### src/rtl/spi_msg_packer.sv
// rtl/spi_msg_packer.sv - frames buffered result words into SYNC/HDR/payload/CSUM byte messages
//
// Purpose: buffers WORD_W-bit words with a channel tag in a small FIFO and
// serialises each one as a framed byte message on an 8-bit valid/ready stream.
// Frame: SYNC_BYTE, {ch[3:0], len[3:0]}, payload MSB byte first, XOR checksum.
//
// Ports:
//   clk_clk        - clock, rising edge
//   reset_reset_n  - asynchronous active-low reset
//   in_data        - word to send
//   in_channel     - source channel tag
//   in_valid       - word present
//   in_ready       - word accepted when in_valid & in_ready
//   out_data       - framed byte
//   out_valid      - byte present
//   out_ready      - downstream accepts byte
//   fifo_level     - words buffered, excluding the word being framed
//   drop_cnt       - words discarded while full (drop mode), saturating
//   busy           - a frame is in progress
module spi_msg_packer #(
    parameter int         WORD_W         = 32,
    parameter int         FIFO_DEPTH     = 16,
    parameter int         NUM_CH         = 4,
    parameter logic [7:0] SYNC_BYTE      = 8'hA5,
    parameter bit         DROP_WHEN_FULL = 1'b0,
    localparam int        CH_W           = (NUM_CH > 1) ? $clog2(NUM_CH) : 1,
    localparam int        LVL_W          = $clog2(FIFO_DEPTH + 1)
) (
    input  logic              clk_clk,
    input  logic              reset_reset_n,
    input  logic [WORD_W-1:0] in_data,
    input  logic [CH_W-1:0]   in_channel,
    input  logic              in_valid,
    output logic              in_ready,
    output logic [7:0]        out_data,
    output logic              out_valid,
    input  logic              out_ready,
    output logic [LVL_W-1:0]  fifo_level,
    output logic [15:0]       drop_cnt,
    output logic              busy
);

    localparam int         PTR_W = $clog2(FIFO_DEPTH);
    localparam logic [3:0] LEN   = 4'(WORD_W / 8);

    typedef enum logic [2:0] {
        S_IDLE,
        S_SYNC,
        S_HDR,
        S_PAY,
        S_CSUM
    } state_t;

    state_t state, state_n;

    // Word buffer
    logic [WORD_W-1:0] mem_data [FIFO_DEPTH];
    logic [CH_W-1:0]   mem_ch   [FIFO_DEPTH];
    logic [PTR_W-1:0]  wr_ptr;
    logic [PTR_W-1:0]  rd_ptr;
    logic [LVL_W-1:0]  level;
    logic              full;
    logic              empty;
    logic              push;
    logic              pop;
    logic              dropped;

    // Framing datapath
    logic [WORD_W-1:0] shreg, shreg_n;
    logic [3:0]        ch_q, ch_n;
    logic [3:0]        cnt, cnt_n;
    logic [7:0]        csum, csum_n;
    logic [7:0]        data_q, data_n;
    logic              valid_q, valid_n;
    logic              accept;
    logic [7:0]        hdr;
    logic [7:0]        top_byte;

    assign full    = (level == LVL_W'(FIFO_DEPTH));
    assign empty   = (level == '0);
    // Ready never looks at a same-cycle pop, so a full buffer refuses the push
    // even when the framer frees a slot on the same edge.
    assign in_ready = DROP_WHEN_FULL ? 1'b1 : !full;
    assign push     = in_valid && !full;
    assign dropped  = DROP_WHEN_FULL && in_valid && full;

    always_ff @(posedge clk_clk) begin
        if (push) begin
            mem_data[wr_ptr] <= in_data;
            mem_ch[wr_ptr]   <= in_channel;
        end
    end

    always_ff @(posedge clk_clk or negedge reset_reset_n) begin
        if (!reset_reset_n) begin
            wr_ptr   <= '0;
            rd_ptr   <= '0;
            level    <= '0;
            drop_cnt <= '0;
        end else begin
            // Depth is a power of two, so pointers wrap naturally.
            if (push) wr_ptr <= wr_ptr + 1'b1;
            if (pop)  rd_ptr <= rd_ptr + 1'b1;
            case ({push, pop})
                2'b10:   level <= level + 1'b1;
                2'b01:   level <= level - 1'b1;
                default: level <= level;
            endcase
            if (dropped && drop_cnt != 16'hFFFF) drop_cnt <= drop_cnt + 1'b1;
        end
    end

    assign accept   = valid_q && out_ready;
    assign hdr      = {ch_q, LEN};
    assign top_byte = shreg[WORD_W-1 -: 8];

    always_ff @(posedge clk_clk or negedge reset_reset_n) begin
        if (!reset_reset_n) begin
            state   <= S_IDLE;
            shreg   <= '0;
            ch_q    <= '0;
            cnt     <= '0;
            csum    <= '0;
            data_q  <= '0;
            valid_q <= 1'b0;
        end else begin
            state   <= state_n;
            shreg   <= shreg_n;
            ch_q    <= ch_n;
            cnt     <= cnt_n;
            csum    <= csum_n;
            data_q  <= data_n;
            valid_q <= valid_n;
        end
    end

    always_comb begin
        state_n = state;
        shreg_n = shreg;
        ch_n    = ch_q;
        cnt_n   = cnt;
        csum_n  = csum;
        data_n  = data_q;
        valid_n = valid_q;
        pop     = 1'b0;

        case (state)
            S_IDLE: begin
                if (!empty) pop = 1'b1;
            end
            S_SYNC: begin
                if (accept) begin
                    data_n  = hdr;
                    csum_n  = hdr;
                    state_n = S_HDR;
                end
            end
            S_HDR: begin
                if (accept) begin
                    data_n  = top_byte;
                    csum_n  = csum ^ top_byte;
                    shreg_n = shreg << 8;
                    cnt_n   = LEN - 4'd1;
                    state_n = S_PAY;
                end
            end
            S_PAY: begin
                if (accept) begin
                    // cnt counts payload bytes still to follow the one on the bus.
                    if (cnt == 4'd0) begin
                        data_n  = csum;
                        state_n = S_CSUM;
                    end else begin
                        data_n  = top_byte;
                        csum_n  = csum ^ top_byte;
                        shreg_n = shreg << 8;
                        cnt_n   = cnt - 4'd1;
                    end
                end
            end
            S_CSUM: begin
                if (accept) begin
                    if (!empty) begin
                        pop = 1'b1;
                    end else begin
                        valid_n = 1'b0;
                        state_n = S_IDLE;
                    end
                end
            end
            default: begin
                valid_n = 1'b0;
                state_n = S_IDLE;
            end
        endcase

        // Starting a frame is shared by IDLE and back-to-back CSUM.
        if (pop) begin
            shreg_n = mem_data[rd_ptr];
            ch_n    = 4'(mem_ch[rd_ptr]);
            data_n  = SYNC_BYTE;
            valid_n = 1'b1;
            state_n = S_SYNC;
        end
    end

    assign out_data   = data_q;
    assign out_valid  = valid_q;
    assign fifo_level = level;
    assign busy       = (state != S_IDLE);

endmodule
### config.mk
export PLATFORM = sky130hd
export DESIGN_NAME = spi_msg_packer
export DESIGN_NICKNAME = d
export VERILOG_FILES = /design/src/rtl/spi_msg_packer.sv
export SDC_FILE = /design/constraint.sdc
export NUM_CORES = 1
export LEC_CHECK = 0
export BUFFER_PORTS_ARGS = -buffer_cell sky130_fd_sc_hd__buf_2
export CAP_MARGIN = 10
export CORE_ASPECT_RATIO = 0.9
export CORE_MARGIN = 5
export CORE_UTILIZATION = 53
export DETAILED_ROUTE_END_ITERATION = 7
export PLACE_DENSITY = 0.69
export SLEW_MARGIN = 15
export SYNTH_ARGS = -nofsm -noshare
export SYNTH_HDL_FRONTEND = slang
export SYNTH_SLANG_ARGS = --single-unit
export TNS_END_PERCENT = 20
### constraint.sdc
create_clock -name clk_clk -period 8.1 [get_ports clk_clk]
set_clock_uncertainty 0.15 [all_clocks]
set_input_delay 0 -clock clk_clk [delete_from_list [all_inputs] [get_ports clk_clk]]
set_output_delay 0 -clock clk_clk [all_outputs]
set_load 0.05 [all_outputs]
## Word level (Yosys, flattened, before mapping)

Memory sizes are Yosys's and may differ from the RTL's. A register that Yosys moved wholly into a read port is not among the register bits.
Index checks and enable logic that the tools add are counted.

- Equal/unequal tests: 20
- Reductions and logical operators: 20
- Add/subtract/negate cells: 5
- Bitwise logic cells: 1
- Muxes and demuxes: 37

Operators by type and width:

| operator | number |
|---|---|
| $mux 32 | 4 |
| $mux 8 | 8 |
| $pmux 32 s2 | 1 |
| $pmux 8 s3 | 2 |
| $mux 3 | 7 |
| $ne 3x3->1 const B | 7 |
| $pmux 3 s5 | 1 |
| $mux 4 | 3 |
| $reduce_and 4->1 | 3 |
| $ne 2x2->1 const B | 5 |
| $pmux 5 s2 | 1 |
| $reduce_bool 3->1 | 3 |
| $add 4x1->4 const B | 2 |
| $pmux 4 s2 | 1 |
| $xor 8x8->8 | 1 |
| $mux 1 | 7 |
| $reduce_and 7->1 | 1 |
| $eq 3x2->1 const B | 2 |
| $add 5x1->5 const B | 1 |
| $eq 5x5->1 const B | 1 |
| $logic_not 5->1 | 1 |
| $reduce_and 5->1 | 1 |
| $sub 5x1->5 const B | 1 |
| $logic_not 4->1 | 1 |
| 14 further kinds | 18 |

- Input bits: 38
- Memories: 2
- Word-level logic and storage cells: 94
- Output and inout port bits: 32
- Bits in writable memories: 544
- Register bits: 69

Memories:

| memory | words | width | read ports | clocked after Yosys merged registers in | wr ports | line | text |
|---|---|---|---|---|---|---|---|
| mem_data | 16 | 32 | 1 | 0 | 1 | 57 | `logic [WORD_W-1:0] mem_data [FIFO_DEPTH];` |
| mem_ch | 16 | 2 | 1 | 1 | 1 | 58 | `logic [CH_W-1:0] mem_ch [FIFO_DEPTH];` |

## Logic depth before layout (Yosys ltp)

- Depth in word-level cells: 6
- Gate-level depth with buffers: 14
- Mapped depth without buffers: 10

## Worst setup path before layout

OpenSTA, ideal clock, no wires.

- Path kind: register to register
- Start point: register level[1] (netlist: fifo_level[1])
- End point: memory mem_ch[3][0] in the netlist's numbering, enable pin
- Stages on the path, launching flop included: 6
- Data required time: 7483 ps
- Arrival time: 3980 ps
- Period minus slack after synthesis: 4597 ps
- Path buffers: 1
- Library setup time: 467 ps
- Path slack: 3503 ps
- Cells stage by stage: dfrtp_1 -> buf_2 -> nor4_1 -> a21boi_1 -> nand2_1 -> nor3_1

- Cells in the longest elaborated chain, start to end: 5

RTL lines:

| item | line | text |
|---|---|---|
| from (decl) | 61 | `logic [LVL_W-1:0] level;` |
| from (signal assigned) | 105 | `2'b10: level <= level + 1'b1;` |
| from (signal assigned) | 106 | `2'b01: level <= level - 1'b1;` |
| from (signal assigned) | 107 | `default: level <= level;` |
| $eq 5x5->1 | 79 | `assign full = (level == LVL_W'(FIFO_DEPTH));` |
| $logic_not 1->1 | 84 | `assign push = in_valid && !full;` |
| $logic_and 1x1->1 | 84 |  |
| $mux 1 | 88 | `if (push) begin` |
| $mux 1 (not written as such) | 90 | `mem_ch[wr_ptr] <= in_channel;` |
| to (decl) | 58 |  |

Every way passes these cells.

## Worst setup path after layout

- Start point: register level[1] (netlist: fifo_level[1])
- End point: register level[4] (netlist: fifo_level[4])

- Cells in the longest elaborated chain, start to end: 6
- Elaborated cells between the ends (all ways): 13
- Classes of those cells: add/sub: 2; eq/ne: 3; mux: 4; reduce/logical: 4

RTL lines:

| item | line | text |
|---|---|---|
| $logic_not 5->1 | 80 | `assign empty = (level == '0);` |
| $mux 1 | 149, 183 |  |
| $mux 1 | 182 | `if (accept) begin` |
| $pmux 1 s2 | 147 | `case (state)` |
| $eq 2x1->1 or $eq 2x2->1 (tied branches) | 104 | `case ({push, pop})` |
| $pmux 5 s2 or $reduce_bool 2->1 (tied branches) | - |  |

Several ways; a longest one is shown, not always the timed one.
A chain may end at the register's enable or synchronous reset.

==> summary.txt <==
Floorplan
  – Number of I/O pins: 70
  – Vertical die dimension: 212 um
  – Full die area: 0.0498 sq mm
  – Number of rows created at floorplan: 74
  – Initial standard-cell utilization of the core: 53.3%
  – CORE AREA: 0.0452 sq mm
  – Horiz. Die Dim: 235 um

Timing
  – Hold_ws: 0.136 ns
  – Unrepaired setup endpoints after global routing: no
  – Least-Margin Pin Slew: 1.17 ns
  – Finish-stage setup viols: 0
  – Final WS setup: 3.97 ns
  – Final Hold Violating Endpoints: 0
  – Final-report max-slew violation count: 0
  – Timing-limited maximum frequency: 242 MHz
  – Setup total negative slack: 0 ns
  – Slew headroom: 22.2%
  – Tmin final: 4.13 ns
  – Fin crit share: 51.0%

Route
  – ANT nets after route: 0
  – Count of TritonRoute iterations in the first routing pass: 7
  – Post-detailed-route via-to-cell ratio: 6.17
  – DR WL met3: 3.40 mm
  – Vias after detailed routing: 12100
  – Total routed wirelength: 52.2 mm
  – Drc violations: 0
  – Number of DRC markers in iteration 0: 1359
  – Met1 wire length: 22.7 mm
  – Avg WL per Cell: 26.7 um
  – Highest metal used: met4
  – Met2 routed wirelength: 24.9 mm

CTS
  – Clock latency of the later-clocked register in the worst-skew pair: 0.62 ns
  – Clock Path Buffers: 3
  – Clock tree root buffer cell: sky130_fd_sc_hd__clkbuf_16
  – CTS H-tree depth: 2
  – Post CTS Setup Buffer Count: 0
  – CTS tree: yes
  – Number of instances resized during post-cts repair: 0
  – Post-CTS Hold Fix Bufs: 39
  – Count of clock tree sinks: 615
  – Number of CTS-inserted buffers: 59
  – Clock slew seen by the registers of the worst setup and hold paths: 0.06 ns

Global routing
  – Via count of the first global-routing pass: 12000
  – Wire length of the first global-routing pass: 77.9 mm
  – Total routing usage reported by global routing: 20.8%
  – Gr ovfl total: 0
  – Initial antenna violation count: 1
  – Pin count of the biggest net entering global routing: 72

Yosys
  – Gate Count Post-Synth: 1188
  – Area share of the largest cell type after synthesis: 67.8%
  – Post-synthesis average cell area: 20.3 sq um
  – Share of synthesized area occupied by flip-flops and latches: 75.1%
  – Number of register bits inferred by synthesis: 615
  – Top area cells in the synthesized netlist: sky130_fd_sc_hd__edfxtp_1 68%, sky130_fd_sc_hd__mux4_2 13%, sky130_fd_sc_hd__dfrtp_1 7.4%
  – Total standard cell area after synthesis: 0.0241 sq mm
  – Post-synth EDFFs: 544
  – Synthesis Warnings: 0
  – Proportion of register bits with asynchronous set or reset after synthesis: 11.5%
  – Cell taking the most area after synthesis: sky130_fd_sc_hd__edfxtp_1
  – Most frequently used flop master after synthesis: sky130_fd_sc_hd__edfxtp_1
  – Cell variety after synth: 57

Outcome
  – Outcome: complete, no violations

Pwr
  – Power Density: 337 mW/mm^2
  – IR drop worst, VDD: 0.215 mV
  – Pleak: 9.08 nW

Finish
  – Area added between synthesis and finish: 13.9%
  – Final layout net count: 1344
  – Count of fill cells added during filler insertion: 3214
  – Share of cells above drive strength 1: 26.1%
  – Leading cell types in the layout, fill and taps excluded: 544 x sky130_fd_sc_hd__edfxtp_1, 136 x sky130_fd_sc_hd__mux4_2, 68 x sky130_fd_sc_hd__dfrtp_1
  – Most common cell after layout, fill and taps aside: sky130_fd_sc_hd__edfxtp_1
  – Post-route standard cell area excluding fillers: 0.0275 sq mm
  – Non-filler cells, final: 1956

Run
  – Maximum capacitance violations: 0

Setup path
  – Kind of critical path: reg2reg
  – Worst Reg-to-Reg Cells: 11
  – CP Data Arrival Time: 4.47 ns
  – Capture point of the worst reg-to-reg path: fifo_level[4]
  – Launching instance or port of the critical path: fifo_level[1]
  – Internal reg-to-reg setup slack: 3.97 ns
  – Critical path launch point type: flip-flop
  – Reg-to-Reg Start: fifo_level[1]
  – Max FO, Critical Path: 44
  – Data required, critical path: 8.44 ns
  – Capturing element type of the critical path: flip-flop

Placed design
  – Final RePlAce weighted congestion: 0.775
  – Pre-CTS WS: 4.01 ns
  – Placed insts: 1804
  – Number of buffers added on ports: 53
  – Cell area after placement: 0.0251 sq mm
  – Post-detailed-placement half-perimeter wirelength: 26.8 mm

Hold path
  – Cell count of the worst hold path: 4
  – Min-Delay Endpoint: state[1]
  – Worst hold path type: in2reg
  – Worst hold path startpoint: out_ready
worst max-delay path, stage by stage (launching register included):
cell and delay, ns:
sky130_fd_sc_hd__dfrtp_1 0.49, sky130_fd_sc_hd__or4_4 0.58, sky130_fd_sc_hd__o211ai_4 0.16, sky130_fd_sc_hd__buf_4 0.60, sky130_fd_sc_hd__inv_2 0.48, sky130_fd_sc_hd__ha_1 0.45
sky130_fd_sc_hd__xor2_1 0.19, sky130_fd_sc_hd__ha_1 0.23, sky130_fd_sc_hd__o211a_1 0.22, sky130_fd_sc_hd__o31ai_1 0.19, sky130_fd_sc_hd__a31oi_1 0.08, sky130_fd_sc_hd__xnor2_1 0.15
worst max path at each step:
| stage | end | slack (ns) | depth (start not counted) |
|---|---|---|---|
| 6_report | fifo_level[4] | 3.97 | 11 |
| 5_1_grt | fifo_level[4] | 3.79 | 11 |
| 4_1_cts | fifo_level[4] | 3.97 | 11 |
| 3_5_place_dp | fifo_level[4] | 4.01 | 11 |
| 3_3_place_gp | fifo_level[4] | 4.08 | 11 |
| 2_1_floorplan | mem_ch[3][0] | 3.50 | 5 |
state kept, by name, indices dropped and copies added, names as in the netlist:
signal	count
csum	8
mem_data	512
rd_ptr	4
out_data	8
shreg	32
fifo_level	5
ch_q	2
cnt	4
state	3
out_valid	1
mem_ch	32
wr_ptr	4
stage by stage:
step,total power [mW],utilization [%]
2_1_floorplan,5.90,-
3_3_place_gp,6.57,55.6
3_5_place_dp,6.62,55.6
4_1_cts,9.35,60.8
5_1_grt,9.66,60.8
6_report,9.26,60.8
cells in the mapped netlist (all sizes together) (4+ instances only):
cell type and count:
edfxtp 544, mux4 136, dfrtp 71, mux2i 63
buf 47, clkbuf 40, o21ai 39, o22ai 37
a211o 25, nor2 25, nand2 18, inv 13
a21oi 11, a31o 10, ha 10, nand2b 9
a211oi 8, nor2b 8, xnor2 8, a22o 7
nor3 5, a31oi 4, mux2 4, nand3 4
kinds of logic after synthesis:
kind of cell | synth area share (%)
other | 0.0156
XOR/XNOR | 0.400
buffers and inverters | 1.91
adder cells (fa/ha/maj) | 0.519
multiplexers | 15.5
flip-flops | 75.1
AO/OA/AOI/OAI | 4.63
AND/OR/NAND/NOR | 1.87
cell type report:
cell class	count	area [sq um]	share of cell area, %
sequential	615	18100	66.0
multi-input combinational	488	5710	20.8
clock buffer	84	1700	6.20
timing repair buffer	119	878	3.20
tap	608	761	2.77
clock inverter	28	230	0.838
inverter	13	48.8	0.178
antenna	1	2.50	0.00911
metal layers:
| layer | GRT usage, % | vias up |
|---|---|---|
| li1 | - | 5091 |
| met1 | 31.1 | 6430 |
| met2 | 33.2 | 452 |
| met3 | 3.22 | 89 |
| met4 | 5.29 | 0 |
| met5 | 0 | - |
power breakdown:
group          switching, mW  internal, mW
Sequential             0.346          3.90
Combinational           1.31          1.00
Clock                   1.14          1.56
Total                   2.80          6.46
Note: power is estimated with default switching activity, not from simulation.
